File: config.mk
export PLATFORM = sky130hd
export DESIGN_NAME = nfc_cmd_addr_sequencer
export DESIGN_NICKNAME = d
export VERILOG_FILES = /design/src/rtl/nfc_pkg.sv /design/src/rtl/nfc_phase_timer.sv /design/src/rtl/nfc_cmd_addr_sequencer.sv
export SDC_FILE = /design/constraint.sdc
export NUM_CORES = 1
export LEC_CHECK = 0
export ABC_AREA = 1
export CAP_MARGIN = 5
export CORE_MARGIN = 2
export CORE_UTILIZATION = 25
export DETAILED_ROUTE_END_ITERATION = 7
export SKIP_CTS_REPAIR_TIMING = 1
export SYNTH_ARGS = -nofsm -noshare
export SYNTH_HDL_FRONTEND = slang
export SYNTH_SLANG_ARGS = --single-unit
File: constraint.sdc
create_clock -name iSystemClock -period 3.7 [get_ports iSystemClock]
set_clock_uncertainty 0.2 [all_clocks]
set_input_delay 0.555 -clock iSystemClock [delete_from_list [all_inputs] [get_ports iSystemClock]]
set_output_delay 0.555 -clock iSystemClock [all_outputs]
set_load 0.1 [all_outputs]
File: src/rtl/nfc_pkg.sv
// Shared types and constants for the NAND command/address sequencer.
package nfc_pkg;

    typedef enum logic [3:0] {
        ST_IDLE,
        ST_CMD_SETUP,
        ST_CMD_WE_LO,
        ST_CMD_WE_HI,
        ST_ADDR_SETUP,
        ST_ADDR_WE_LO,
        ST_ADDR_WE_HI,
        ST_CMD2_SETUP,
        ST_CMD2_WE_LO,
        ST_CMD2_WE_HI,
        ST_HOLD,
        ST_DONE
    } nfc_state_t;

    localparam logic [2:0] MAX_ADDR_BYTES = 3'd5;

    localparam logic [3:0] WE_IDLE = 4'hF;
    localparam logic [3:0] RE_IDLE = 4'hF;
    localparam logic       CE_IDLE = 1'b1;

    // Address counts of 6 and 7 saturate to the 5-byte maximum.
    function automatic logic [2:0] clamp_addr_count(input logic [2:0] count);
        return (count > MAX_ADDR_BYTES) ? MAX_ADDR_BYTES : count;
    endfunction

    function automatic logic [7:0] addr_byte(input logic [39:0] addr, input logic [2:0] idx);
        case (idx)
            3'd0:    return addr[7:0];
            3'd1:    return addr[15:8];
            3'd2:    return addr[23:16];
            3'd3:    return addr[31:24];
            default: return addr[39:32];
        endcase
    endfunction

endpackage

File: src/rtl/nfc_phase_timer.sv
// Loadable down-counter with terminal-count flag, shared by every timed sequencer state.
module nfc_phase_timer #(
    parameter int Width = 2
) (
    input  logic             i_clk,
    input  logic             i_rst,
    input  logic             i_load,
    input  logic [Width-1:0] i_load_value,
    output logic             o_terminal
);
    localparam logic [Width-1:0] One = Width'(1);

    logic [Width-1:0] r_count;

    // NOTE: sequential state uses non-blocking assignments so every register samples pre-edge values.
    always_ff @(posedge i_clk or posedge i_rst) begin
        if (i_rst) begin
            r_count <= '0;
        end else if (i_load) begin
            r_count <= i_load_value;
        end else if (r_count != '0) begin
            r_count <= r_count - One;
        end
    end

    assign o_terminal = (r_count == '0);

endmodule

File: src/rtl/nfc_cmd_addr_sequencer.sv
// Sequences one NAND command byte plus 0-5 address bytes with SDR timing on a selected way.
// Define NFC_CMD2_EN to add a second command phase (iCmd2Valid / iCommand2) after the address bytes.
module nfc_cmd_addr_sequencer
    import nfc_pkg::*;
#(
    parameter int NumberOfWays = 4,
    parameter int SetupCycles  = 1,
    parameter int WeLowCycles  = 2,
    parameter int WeHighCycles = 2,
    parameter int HoldCycles   = 1
) (
    input  logic                            iSystemClock,
    input  logic                            iModuleReset,
    input  logic                            iStart,
    input  logic [$clog2(NumberOfWays)-1:0] iTargetWay,
    input  logic [7:0]                      iCommand,
    input  logic [2:0]                      iAddrCount,
    input  logic [39:0]                     iAddress,
`ifdef NFC_CMD2_EN
    input  logic                            iCmd2Valid,
    input  logic [7:0]                      iCommand2,
`endif
    output logic                            oReady,
    output logic                            oDone,
    output logic                            oDQSOutEnable,
    output logic                            oDQOutEnable,
    output logic [7:0]                      oPO_DQStrobe,
    output logic [31:0]                     oPO_DQ,
    output logic [2*NumberOfWays-1:0]       oPO_ChipEnable,
    output logic [3:0]                      oPO_ReadEnable,
    output logic [3:0]                      oPO_WriteEnable,
    output logic [3:0]                      oPO_AddressLatchEnable,
    output logic [3:0]                      oPO_CommandLatchEnable
);
    localparam int WayW      = $clog2(NumberOfWays);
    localparam int MaxSh     = (SetupCycles > HoldCycles) ? SetupCycles : HoldCycles;
    localparam int MaxWe     = (WeLowCycles > WeHighCycles) ? WeLowCycles : WeHighCycles;
    localparam int MaxCycles = (MaxSh > MaxWe) ? MaxSh : MaxWe;
    localparam int CntW      = $clog2(MaxCycles + 1);

    localparam logic [CntW-1:0] LoadSetup = CntW'(SetupCycles - 1);
    localparam logic [CntW-1:0] LoadWeLo  = CntW'(WeLowCycles - 1);
    localparam logic [CntW-1:0] LoadWeHi  = CntW'(WeHighCycles - 1);
    localparam logic [CntW-1:0] LoadHold  = CntW'(HoldCycles - 1);

    nfc_state_t r_state;
    nfc_state_t w_next_state;
    nfc_state_t w_tail_state;

    logic [WayW-1:0] r_way;
    logic [7:0]      r_cmd;
    logic [2:0]      r_addr_cnt;
    logic [39:0]     r_addr;
    logic            r_cmd2_valid;
    logic [7:0]      r_cmd2;
    logic [2:0]      r_addr_idx;
    logic [2:0]      w_next_addr_idx;

    logic            w_cmd2_valid_in;
    logic [7:0]      w_cmd2_in;
    logic            w_accept;
    logic            w_timer_load;
    logic [CntW-1:0] w_timer_value;
    logic            w_timer_tc;
    logic [WayW-1:0] w_way_sel;
    logic [7:0]      w_cmd_sel;

    logic                      r_ready, w_ready;
    logic                      r_done, w_done;
    logic                      r_dq_oe, w_dq_oe;
    logic [7:0]                r_dq, w_dq;
    logic [2*NumberOfWays-1:0] r_ce, w_ce;
    logic [NumberOfWays-1:0]   w_ce_one;
    logic                      w_ce_active;
    logic [3:0]                r_we, w_we;
    logic                      r_ale, w_ale;
    logic                      r_cle, w_cle;

`ifdef NFC_CMD2_EN
    assign w_cmd2_valid_in = iCmd2Valid;
    assign w_cmd2_in       = iCommand2;
`else
    assign w_cmd2_valid_in = 1'b0;
    assign w_cmd2_in       = 8'h00;
`endif

    assign w_accept     = iStart & r_ready;
    assign w_tail_state = r_cmd2_valid ? ST_CMD2_SETUP : ST_HOLD;
    // On the accepting edge the latches are not loaded yet, so the first phase reads the ports.
    assign w_way_sel    = w_accept ? iTargetWay : r_way;
    assign w_cmd_sel    = w_accept ? iCommand : r_cmd;

    nfc_phase_timer #(
        .Width(CntW)
    ) u_phase_timer (
        .i_clk       (iSystemClock),
        .i_rst       (iModuleReset),
        .i_load      (w_timer_load),
        .i_load_value(w_timer_value),
        .o_terminal  (w_timer_tc)
    );

    // NOTE: transaction latches carry no reset; they are only read in busy states, after an acceptance loads them.
    always_ff @(posedge iSystemClock) begin
        if (w_accept) begin
            r_way        <= iTargetWay;
            r_cmd        <= iCommand;
            r_addr_cnt   <= clamp_addr_count(iAddrCount);
            r_addr       <= iAddress;
            r_cmd2_valid <= w_cmd2_valid_in;
            r_cmd2       <= w_cmd2_in;
        end
    end

    always_ff @(posedge iSystemClock or posedge iModuleReset) begin
        if (iModuleReset) begin
            r_state    <= ST_IDLE;
            r_addr_idx <= '0;
        end else begin
            r_state    <= w_next_state;
            r_addr_idx <= w_next_addr_idx;
        end
    end

    // NOTE: every always_comb output gets a default first, so no path can infer a latch.
    always_comb begin
        w_next_state    = r_state;
        w_next_addr_idx = r_addr_idx;
        case (r_state)
            ST_IDLE, ST_DONE: w_next_state = w_accept ? ST_CMD_SETUP : ST_IDLE;
            ST_CMD_SETUP:  if (w_timer_tc) w_next_state = ST_CMD_WE_LO;
            ST_CMD_WE_LO:  if (w_timer_tc) w_next_state = ST_CMD_WE_HI;
            ST_CMD_WE_HI:  if (w_timer_tc) w_next_state = (r_addr_cnt != 3'd0) ? ST_ADDR_SETUP : w_tail_state;
            ST_ADDR_SETUP: if (w_timer_tc) w_next_state = ST_ADDR_WE_LO;
            ST_ADDR_WE_LO: if (w_timer_tc) w_next_state = ST_ADDR_WE_HI;
            ST_ADDR_WE_HI: begin
                if (w_timer_tc) begin
                    if (r_addr_idx == r_addr_cnt - 3'd1) begin
                        w_next_state = w_tail_state;
                    end else begin
                        w_next_state    = ST_ADDR_WE_LO;
                        w_next_addr_idx = r_addr_idx + 3'd1;
                    end
                end
            end
            ST_CMD2_SETUP: if (w_timer_tc) w_next_state = ST_CMD2_WE_LO;
            ST_CMD2_WE_LO: if (w_timer_tc) w_next_state = ST_CMD2_WE_HI;
            ST_CMD2_WE_HI: if (w_timer_tc) w_next_state = ST_HOLD;
            ST_HOLD:       if (w_timer_tc) w_next_state = ST_DONE;
            default:       w_next_state = ST_IDLE;
        endcase

        if (w_next_state == ST_ADDR_SETUP) begin
            w_next_addr_idx = '0;
        end

        w_timer_load = (w_next_state != r_state);
        case (w_next_state)
            ST_CMD_SETUP, ST_ADDR_SETUP, ST_CMD2_SETUP: w_timer_value = LoadSetup;
            ST_CMD_WE_LO, ST_ADDR_WE_LO, ST_CMD2_WE_LO: w_timer_value = LoadWeLo;
            ST_CMD_WE_HI, ST_ADDR_WE_HI, ST_CMD2_WE_HI: w_timer_value = LoadWeHi;
            ST_HOLD:                                    w_timer_value = LoadHold;
            default:                                    w_timer_value = '0;
        endcase
    end

    // Outputs are decoded from the state being entered, then registered.
    always_comb begin
        w_ready     = 1'b0;
        w_done      = 1'b0;
        w_ce_active = 1'b1;
        w_we        = WE_IDLE;
        w_ale       = r_ale;
        w_cle       = r_cle;
        w_dq        = r_dq;
        w_dq_oe     = r_dq_oe;
        case (w_next_state)
            ST_IDLE, ST_DONE: begin
                w_ready     = 1'b1;
                w_done      = (w_next_state == ST_DONE);
                w_ce_active = 1'b0;
                w_ale       = 1'b0;
                w_cle       = 1'b0;
                w_dq        = 8'h00;
                w_dq_oe     = 1'b0;
            end
            ST_CMD_SETUP, ST_CMD_WE_LO, ST_CMD_WE_HI: begin
                w_cle   = 1'b1;
                w_ale   = 1'b0;
                w_dq    = w_cmd_sel;
                w_dq_oe = 1'b1;
            end
            ST_ADDR_SETUP: begin
                w_cle = 1'b0;
                w_ale = 1'b1;
                w_dq  = addr_byte(r_addr, 3'd0);
            end
            ST_ADDR_WE_LO: begin
                w_ale = 1'b1;
                w_dq  = addr_byte(r_addr, w_next_addr_idx);
            end
            ST_CMD2_SETUP, ST_CMD2_WE_LO, ST_CMD2_WE_HI: begin
                w_cle = 1'b1;
                w_ale = 1'b0;
                w_dq  = r_cmd2;
            end
            default: ;
        endcase

        if (w_next_state inside {ST_CMD_WE_LO, ST_ADDR_WE_LO, ST_CMD2_WE_LO}) begin
            w_we = ~WE_IDLE;
        end

        w_ce_one = {NumberOfWays{CE_IDLE}};
        if (w_ce_active) begin
            w_ce_one[w_way_sel] = ~CE_IDLE;
        end
        w_ce = {w_ce_one, w_ce_one};
    end

    always_ff @(posedge iSystemClock or posedge iModuleReset) begin
        if (iModuleReset) begin
            r_ready <= 1'b1;
            r_done  <= 1'b0;
            r_dq_oe <= 1'b0;
            r_dq    <= 8'h00;
            r_ce    <= {2*NumberOfWays{CE_IDLE}};
            r_we    <= WE_IDLE;
            r_ale   <= 1'b0;
            r_cle   <= 1'b0;
        end else begin
            r_ready <= w_ready;
            r_done  <= w_done;
            r_dq_oe <= w_dq_oe;
            r_dq    <= w_dq;
            r_ce    <= w_ce;
            r_we    <= w_we;
            r_ale   <= w_ale;
            r_cle   <= w_cle;
        end
    end

    assign oReady                 = r_ready;
    assign oDone                  = r_done;
    assign oDQSOutEnable          = 1'b0;
    assign oDQOutEnable           = r_dq_oe;
    assign oPO_DQStrobe           = 8'h00;
    assign oPO_DQ                 = {8'h00, r_dq, 8'h00, r_dq};
    assign oPO_ChipEnable         = r_ce;
    assign oPO_ReadEnable         = RE_IDLE;
    assign oPO_WriteEnable        = r_we;
    assign oPO_AddressLatchEnable = {4{r_ale}};
    assign oPO_CommandLatchEnable = {4{r_cle}};

endmodule

==> results.json, run 1 <==
{
  "ioPinCount": 124,
  "cts_buffer_depth": 2,
  "place_ws_ns": 0.420,
  "arrival_ns": 3.31,
  "path_max_fanout": 16,
  "post-dp-hpwl_um": 7040,
  "grt_pass1_wl_um": 15200,
  "worstSkewPairLatency_ns": 0.34,
  "crit_required_ns": 3.72,
  "overflow": 0,
  "fillers": 1683,
  "htreeDepth": 3,
  "dieArea_um2": 18000,
  "drc": 0,
  "cp-end-kind": "flip-flop",
  "worst_slack_ns": 0.417,
  "io_buffers": 94,
  "die_y_um": 134,
  "fin_area_um2": 5430,
  "area_growth_pct": 28.2,
  "multi_input_area_um2": 1510,
  "ant_nets": 0,
  "netlist-cell-type-count": 45,
  "path_cells": "inv_1 -> o21ai_0 -> a21oi_1 -> nor3_1 -> nand2_1 -> o21ai_0 -> nand2_1 -> inv_1 -> ha_1 -> nand2_4 -> nand2_2 -> o21ai_0 -> nor2_1 -> nor2_1 -> nor2_1 -> nor2_2",
  "synth_flop_cell": "edfxtp_1",
  "critPathLaunchType": "flip-flop",
  "synth_top_area_frac": 0.305,
  "antenna_cells": 0,
  "ys_warn_count": 0,
  "grt_start_max_net_pins": 54,
  "tritoncts": "built",
  "regArea_um2": 2170,
  "path_clk_slew_ns": 0.06,
  "synthCells": 449,
  "rsz0062_at_grt": "false",
  "finalSetupViolations": 0,
  "drive_gt1_frac": 0.129,
  "slowest_stage": "dfrtp_1",
  "postPlaceCellArea_um2": 5130,
  "status": "completed",
  "via_per_inst": 4.08,
  "vias": 3059,
  "synth-edff-count": 43,
  "ys_seq_area_frac": 0.514,
  "syn_area_um2": 4230,
  "drt-pass1-iter-count": 6,
  "relSlewSlack": 0.279,
  "yosysTopAreaCell": "edfxtp_1",
  "worstMarginPinSlew_ns": 1.08,
  "fin_tns_setup_ns": 0,
  "rows": 47,
  "grtUsageTotal": 0.107,
  "crit_family": "simple AND/OR/NAND/NOR gates",
  "grt_pass1_vias": 3148,
  "fmax_mhz": 305,
  "fin_nets": 588,
  "cts_root_buf": "clkbuf_16",
  "report.final.slew_viol_count": 0,
  "antenna_found_initial": 0,
  "maxCapViolations": 0,
  "clock-sinks": 80,
  "routedWlPerCell_um": 12.2,
  "async_flop_share": 0.338,
  "hp-class": "flip-flop to flip-flop",
  "max_stage_delay_ns": 0.50,
  "timing.critical_path.buf_inv": 2,
  "critPathKind": "flip-flop to flip-flop",
  "dieWidth_um": 134,
  "synth.top_cells.by_area": "edfxtp_1 (31%), dfrtp_1 (12%), buf_4 (9.2%)",
  "min_period_ns": 3.28,
  "min_period_over_period": 0.887,
  "hold_viol": 0,
  "ys_ff_latch": 80,
  "avgSynthCellArea_um2": 9.43,
  "numCtsBuffers": 9,
  "globalplace.congestion": 0.843,
  "core_um2": 16600,
  "dr.first_iter.drc_count": 156,
  "wirelength_um": 9130,
  "initial_core_util": 0.255
}
## cells in the mapped netlist, types with 2 or more instances
master	instances
nand3_1	22
dfstp_2	6
buf_2	2
nor3_1	4
xor2_1	3
ha_1	8
nand2_2	6
nand2_4	3
conb_1	2
a211oi_1	5
or2_2	2
edfxtp_1	43
nand4_1	10
o21ai_4	2
nor2_4	4
buf_4	52
and2_1	8
o21ai_0	20
dfrtp_1	21
dfxtp_1	10
nand2_1	78
a211oi_2	4
o21ai_1	5
inv_2	8
buf_6	2
inv_1	46
nor2_1	45
a21oi_1	4
nor2_2	6
clkbuf_1	3
## worst paths after layout
kind,startpoint,endpoint,slack [ns],cells after the start
worst max-delay path,r_state[3],r_dq[5],0.42,16
min in group asynchronous,iModuleReset,r_addr_idx[2],0.59,2
worst min register to register,oDQOutEnable,oDQOutEnable,0.29,2
worst max register to register,r_state[3],r_dq[5],0.42,16
worst min-delay path,oDQOutEnable,oDQOutEnable,0.29,2
max in group asynchronous,iModuleReset,r_dq[7],2.05,2
## registers in the layout, summed over array words and instances, names as in the netlist
| register | flops |
|---|---|
| oDQOutEnable | 1 |
| oDone | 1 |
| oPO_ChipEnable | 4 |
| oPO_WriteEnable | 1 |
| oReady | 1 |
| r_addr | 40 |
| r_addr_cnt | 3 |
| r_addr_idx | 3 |
| r_ale | 1 |
| r_cle | 1 |
| r_cmd | 8 |
| r_dq | 8 |
| r_state | 4 |
| r_way | 2 |
| u_phase_timer.r_count | 2 |
## layout by cell type, fill, tap and decap left out, drive strengths merged, types with 11 or more instances in the layout
| cell type | Yosys | layout |
|---|---|---|
| conb | 2 | 29 |
| clkdlybuf4s50 | 0 | 93 |
| o21ai | 28 | 28 |
| nand2 | 87 | 87 |
| nand4 | 11 | 11 |
| inv | 55 | 56 |
| dfrtp | 21 | 21 |
| nor2 | 55 | 55 |
| edfxtp | 43 | 43 |
| nand3 | 24 | 24 |
## worst reg2reg max path, stage by stage (launching register included)
cell and delay, ns:
dfrtp_1 0.50, inv_1 0.13, o21ai_0 0.26, a21oi_1 0.13, nor3_1 0.22, nand2_1 0.08, o21ai_0 0.09, nand2_1 0.16
inv_1 0.13, ha_1 0.35, nand2_4 0.16, nand2_2 0.24, o21ai_0 0.13, nor2_1 0.16, nor2_1 0.07, nor2_1 0.13
nor2_2 0.04
## area by class of cell
| cell class | count | share of cell area |
|---|---|---|
| Clock buffer | 9 | 0.0415 |
| Sequential cell | 80 | 0.401 |
| Tap cell | 220 | 0.0507 |
| Multi-Input combinational cell | 281 | 0.279 |
| Clock inverter | 7 | 0.0131 |
| Inverter | 56 | 0.0392 |
| Timing Repair Buffer | 96 | 0.176 |
## layer usage
layer	vias to the layer above	track usage	routed length, µm
met3	16	0.0215	548
li1	1535	-	-
met5	-	0	0
met4	0	0.0491	163
met1	1375	0.138	4150
met2	133	0.175	4270
## metrics by stage
stage,hold WS (ns),cells,utilization
finish,0.286,749,0.327
global route,0.339,749,0.327
CTS,0.295,749,0.327
detailed placement,0.281,733,0.309
global placement,0.285,733,0.309
floorplan,0.325,476,-
## logic make-up after synthesis
family          share of synthesized area
flops                               0.514
xor+xnor                          0.00621
compound gates                     0.0845
fa+ha+maj                          0.0236
simple gates                        0.217
other cells                       0.00177
buf+inv                             0.153
Power of run 1 is left out: the tool's default activity adds up to more than one toggle a clock period on the data nets, which glitch-free logic cannot reach.
==> inputs of run 2 (changes only) <==
CTS_BUF_LIST = sky130_fd_sc_hd__clkbuf_4 sky130_fd_sc_hd__clkbuf_8 sky130_fd_sc_hd__clkbuf_16   (was unset)
HOLD_SLACK_MARGIN = 0.03   (was unset)
SYNTH_HIERARCHICAL = 1   (was unset)
==> run 2 against run 1 <==
Against the previous run: via count is 1.7% higher; largest cell class unchanged; worst hold slack worse by 0.053 ns; flip-flop and latch count is the same; critical endpoint is now r_dq[2]; worst setup slack gained 0.035 ns; register-to-register slack gained 0.04 ns; area after synthesis shrank 1.4%; core utilization is essentially flat; final cell count grew 1.2%; first-iteration DRC count is 5.1% higher; final area fell by 0.58%; wire length grew 0.14%; synthesized cell count is 1.6% higher.
==> results.json, run 2 <==
{
  "status": "completed",
  "drt-pass1-iter-count": 4,
  "vias": 3110,
  "synth-xor-area-share": 0.00420,
  "path_max_fanout": 10,
  "grt_start_max_net_pins": 54,
  "fin_nets": 598,
  "worstRegToRegCells": 16,
  "wirelength_um": 9140,
  "synthCells": 456,
  "clock-sinks": 80,
  "yosysMostFrequentCell": "nand2_1",
  "async_flop_share": 0.338,
  "dp_cells": 743,
  "layout_commonest_cell": "clkdlybuf4s50_1",
  "report.final.slew_viol_count": 0,
  "maxCapViolations": 0,
  "netlist-cell-type-count": 41,
  "routedWlPerCell_um": 12.1,
  "yosysTopAreaCell": "edfxtp_1",
  "largest_reg_flops": 40,
  "ys_ff_latch": 80,
  "htreeDepth": 3,
  "path_cells": "inv_1 -> ha_2 -> nand3_1 -> nor2_1 -> a2111oi_0 -> nand2_1 -> inv_1 -> ha_1 -> nand2_4 -> o21ai_4 -> nand2_2 -> o21ai_4 -> nand2_1 -> nand2_1 -> nor2_1 -> nor2_1",
  "regArea_um2": 2170,
  "dieWidth_um": 133,
  "ys_seq_area_frac": 0.521,
  "worstSkewPairLatency_ns": 0.33,
  "dr.first_iter.drc_count": 164,
  "ant_nets": 0,
  "min_period_ns": 3.25,
  "grtUsageTotal": 0.107,
  "ioPinCount": 124,
  "arrival_ns": 3.32,
  "rsz0062_at_grt": "false",
  "multi_input_area_um2": 1490,
  "max_stage_delay_ns": 0.39,
  "drc": 0,
  "numCtsBuffers": 9,
  "worstMarginPinSlew_ns": 0.976,
  "final_cell_mix": "clkdlybuf4s50_1 (93), nand2_1 (88), nor2_1 (51), inv_1 (45), edfxtp_1 (43)",
  "fillers": 1711,
  "yosys.area_share.simple": 0.227,
  "synth_adder_area_share": 0.0240,
  "synth-compound-area-share": 0.0731,
  "die_y_um": 133,
  "core_um2": 16500,
  "critPathLaunchType": "flip-flop",
  "hold_viol": 0,
  "slowest_stage": "a2111oi_0",
  "critPathKind": "flip-flop to flip-flop",
  "utilization": 0.328,
  "synth-edff-count": 43,
  "grt_pass1_wl_um": 15100,
  "rows": 47,
  "finalSetupViolations": 0,
  "cts_buffer_depth": 2,
  "path_clk_slew_ns": 0.06,
  "area_growth_pct": 29.2,
  "initial_core_util": 0.254,
  "globalplace.congestion": 0.792,
  "post-dp-hpwl_um": 7160,
  "drive_gt1_frac": 0.113,
  "io_buffers": 94,
  "fmax_mhz": 308,
  "syn_area_um2": 4180,
  "largestRegisters": "r_addr x40, r_cmd x8, r_dq x8",
  "min_period_over_period": 0.878,
  "hp-class": "input pin to asynchronous set/reset pin",
  "relSlewSlack": 0.347,
  "cp-end-kind": "flip-flop",
  "synth_common_cells": "nand2_1 (89), buf_4 (52), nor2_1 (51), inv_1 (46), edfxtp_1 (43)",
  "via_per_inst": 4.10,
  "grt_pass1_vias": 3015,
  "synth_flop_cell": "edfxtp_1",
  "dieArea_um2": 17800,
  "top_register": "r_addr",
  "synth.top_cells.by_area": "edfxtp_1 (31%), dfrtp_1 (13%), buf_4 (9.3%)",
  "synth_top_family_by_area": "simple AND/OR/NAND/NOR gates",
  "tritoncts": "built",
  "avgSynthCellArea_um2": 9.16,
  "final_cells": 758,
  "fin_tns_setup_ns": 0,
  "synthMuxAreaShare": 0,
  "cts_root_buf": "clkbuf_16",
  "crit_required_ns": 3.77,
  "antenna_cells": 0,
  "antenna_found_initial": 0,
  "synth_top_area_frac": 0.309,
  "overflow": 0,
  "ys_warn_count": 6
}
[run 2: changes by cell type after synthesis, moves of 3 or more]
cell,delta
o21ai_1,-5
o21ai_0,+8
a211oi_1,-5
nor2_1,+6
nand3_1,+6
nand2_1,+11
a211oi_2,-4
nor2_4,-3
[run 2: kinds of logic after synthesis]
group                    after synthesis
AO/OA/AOI/OAI                         46
XOR/XNOR                               2
adder cells (fa/ha/maj)                8
buffers and inverters                112
flip-flops                            80
other                                  2
AND/OR/NAND/NOR                      206
[run 2: through the flow]
step           setup WS [ns]  instance area [µm²]  hold WS, ns
2_1_floorplan         0.0979                 4280       0.0962
3_3_place_gp           0.415                 5090        0.291
3_5_place_dp           0.242                 5090        0.302
4_1_cts                0.226                 5390        0.242
5_1_grt               0.0470                 5390        0.269
6_report               0.452                 5390        0.233
[run 2: final cells by class]
class	instances	share of cell area
multi-input cells	292	0.276
clock inverters	6	0.0128
inverters	54	0.0376
well taps	220	0.0510
clock buffers	9	0.0418
flip-flops and latches	80	0.403
repair buffers	97	0.178
[run 2: metal layers]
layer | vias to the layer above | global-route usage | wire (µm)
li1 | 1556 | - | -
met1 | 1422 | 0.141 | 4240
met2 | 117 | 0.172 | 4110
met3 | 15 | 0.0285 | 631
met4 | 0 | 0.0372 | 163
met5 | - | 0 | 0
[run 2: path summary, 6_finish.rpt]
| kind | startpoint | end | slack (ns) |
|---|---|---|---|
| max reg2reg | u_phase_timer/r_count[0] | r_dq[2] | 0.45 |
| min reg2reg | oDQOutEnable | oDQOutEnable | 0.30 |
| min in group iSystemClock | oDQOutEnable | oDQOutEnable | 0.30 |
| max in group asynchronous | iModuleReset | r_state[1] | 2.11 |
| max | u_phase_timer/r_count[0] | r_dq[2] | 0.45 |
| min | iModuleReset | u_phase_timer/r_count[0] | 0.23 |
[run 2: critical path: cells and delay by family, from the launching register on]
| kind | cells | cell delay [ns] |
|---|---|---|
| AOI/OAI and AO/OA | 3 | 0.79 |
| buffers and inverters | 2 | 0.23 |
| adders and majority gates | 2 | 0.58 |
| DFF | 1 | 0.35 |
| and+or+nand+nor | 9 | 1.02 |
Power of run 2 is left out for the same reason.
==> inputs of run 3 (changes only) <==
HOLD_SLACK_MARGIN = unset   (was 0.03)
==> results of run 3 <==
Same layout as run 2: the final DEF is identical, and so are final timing and power.
Power of run 3 is left out for the same reason.
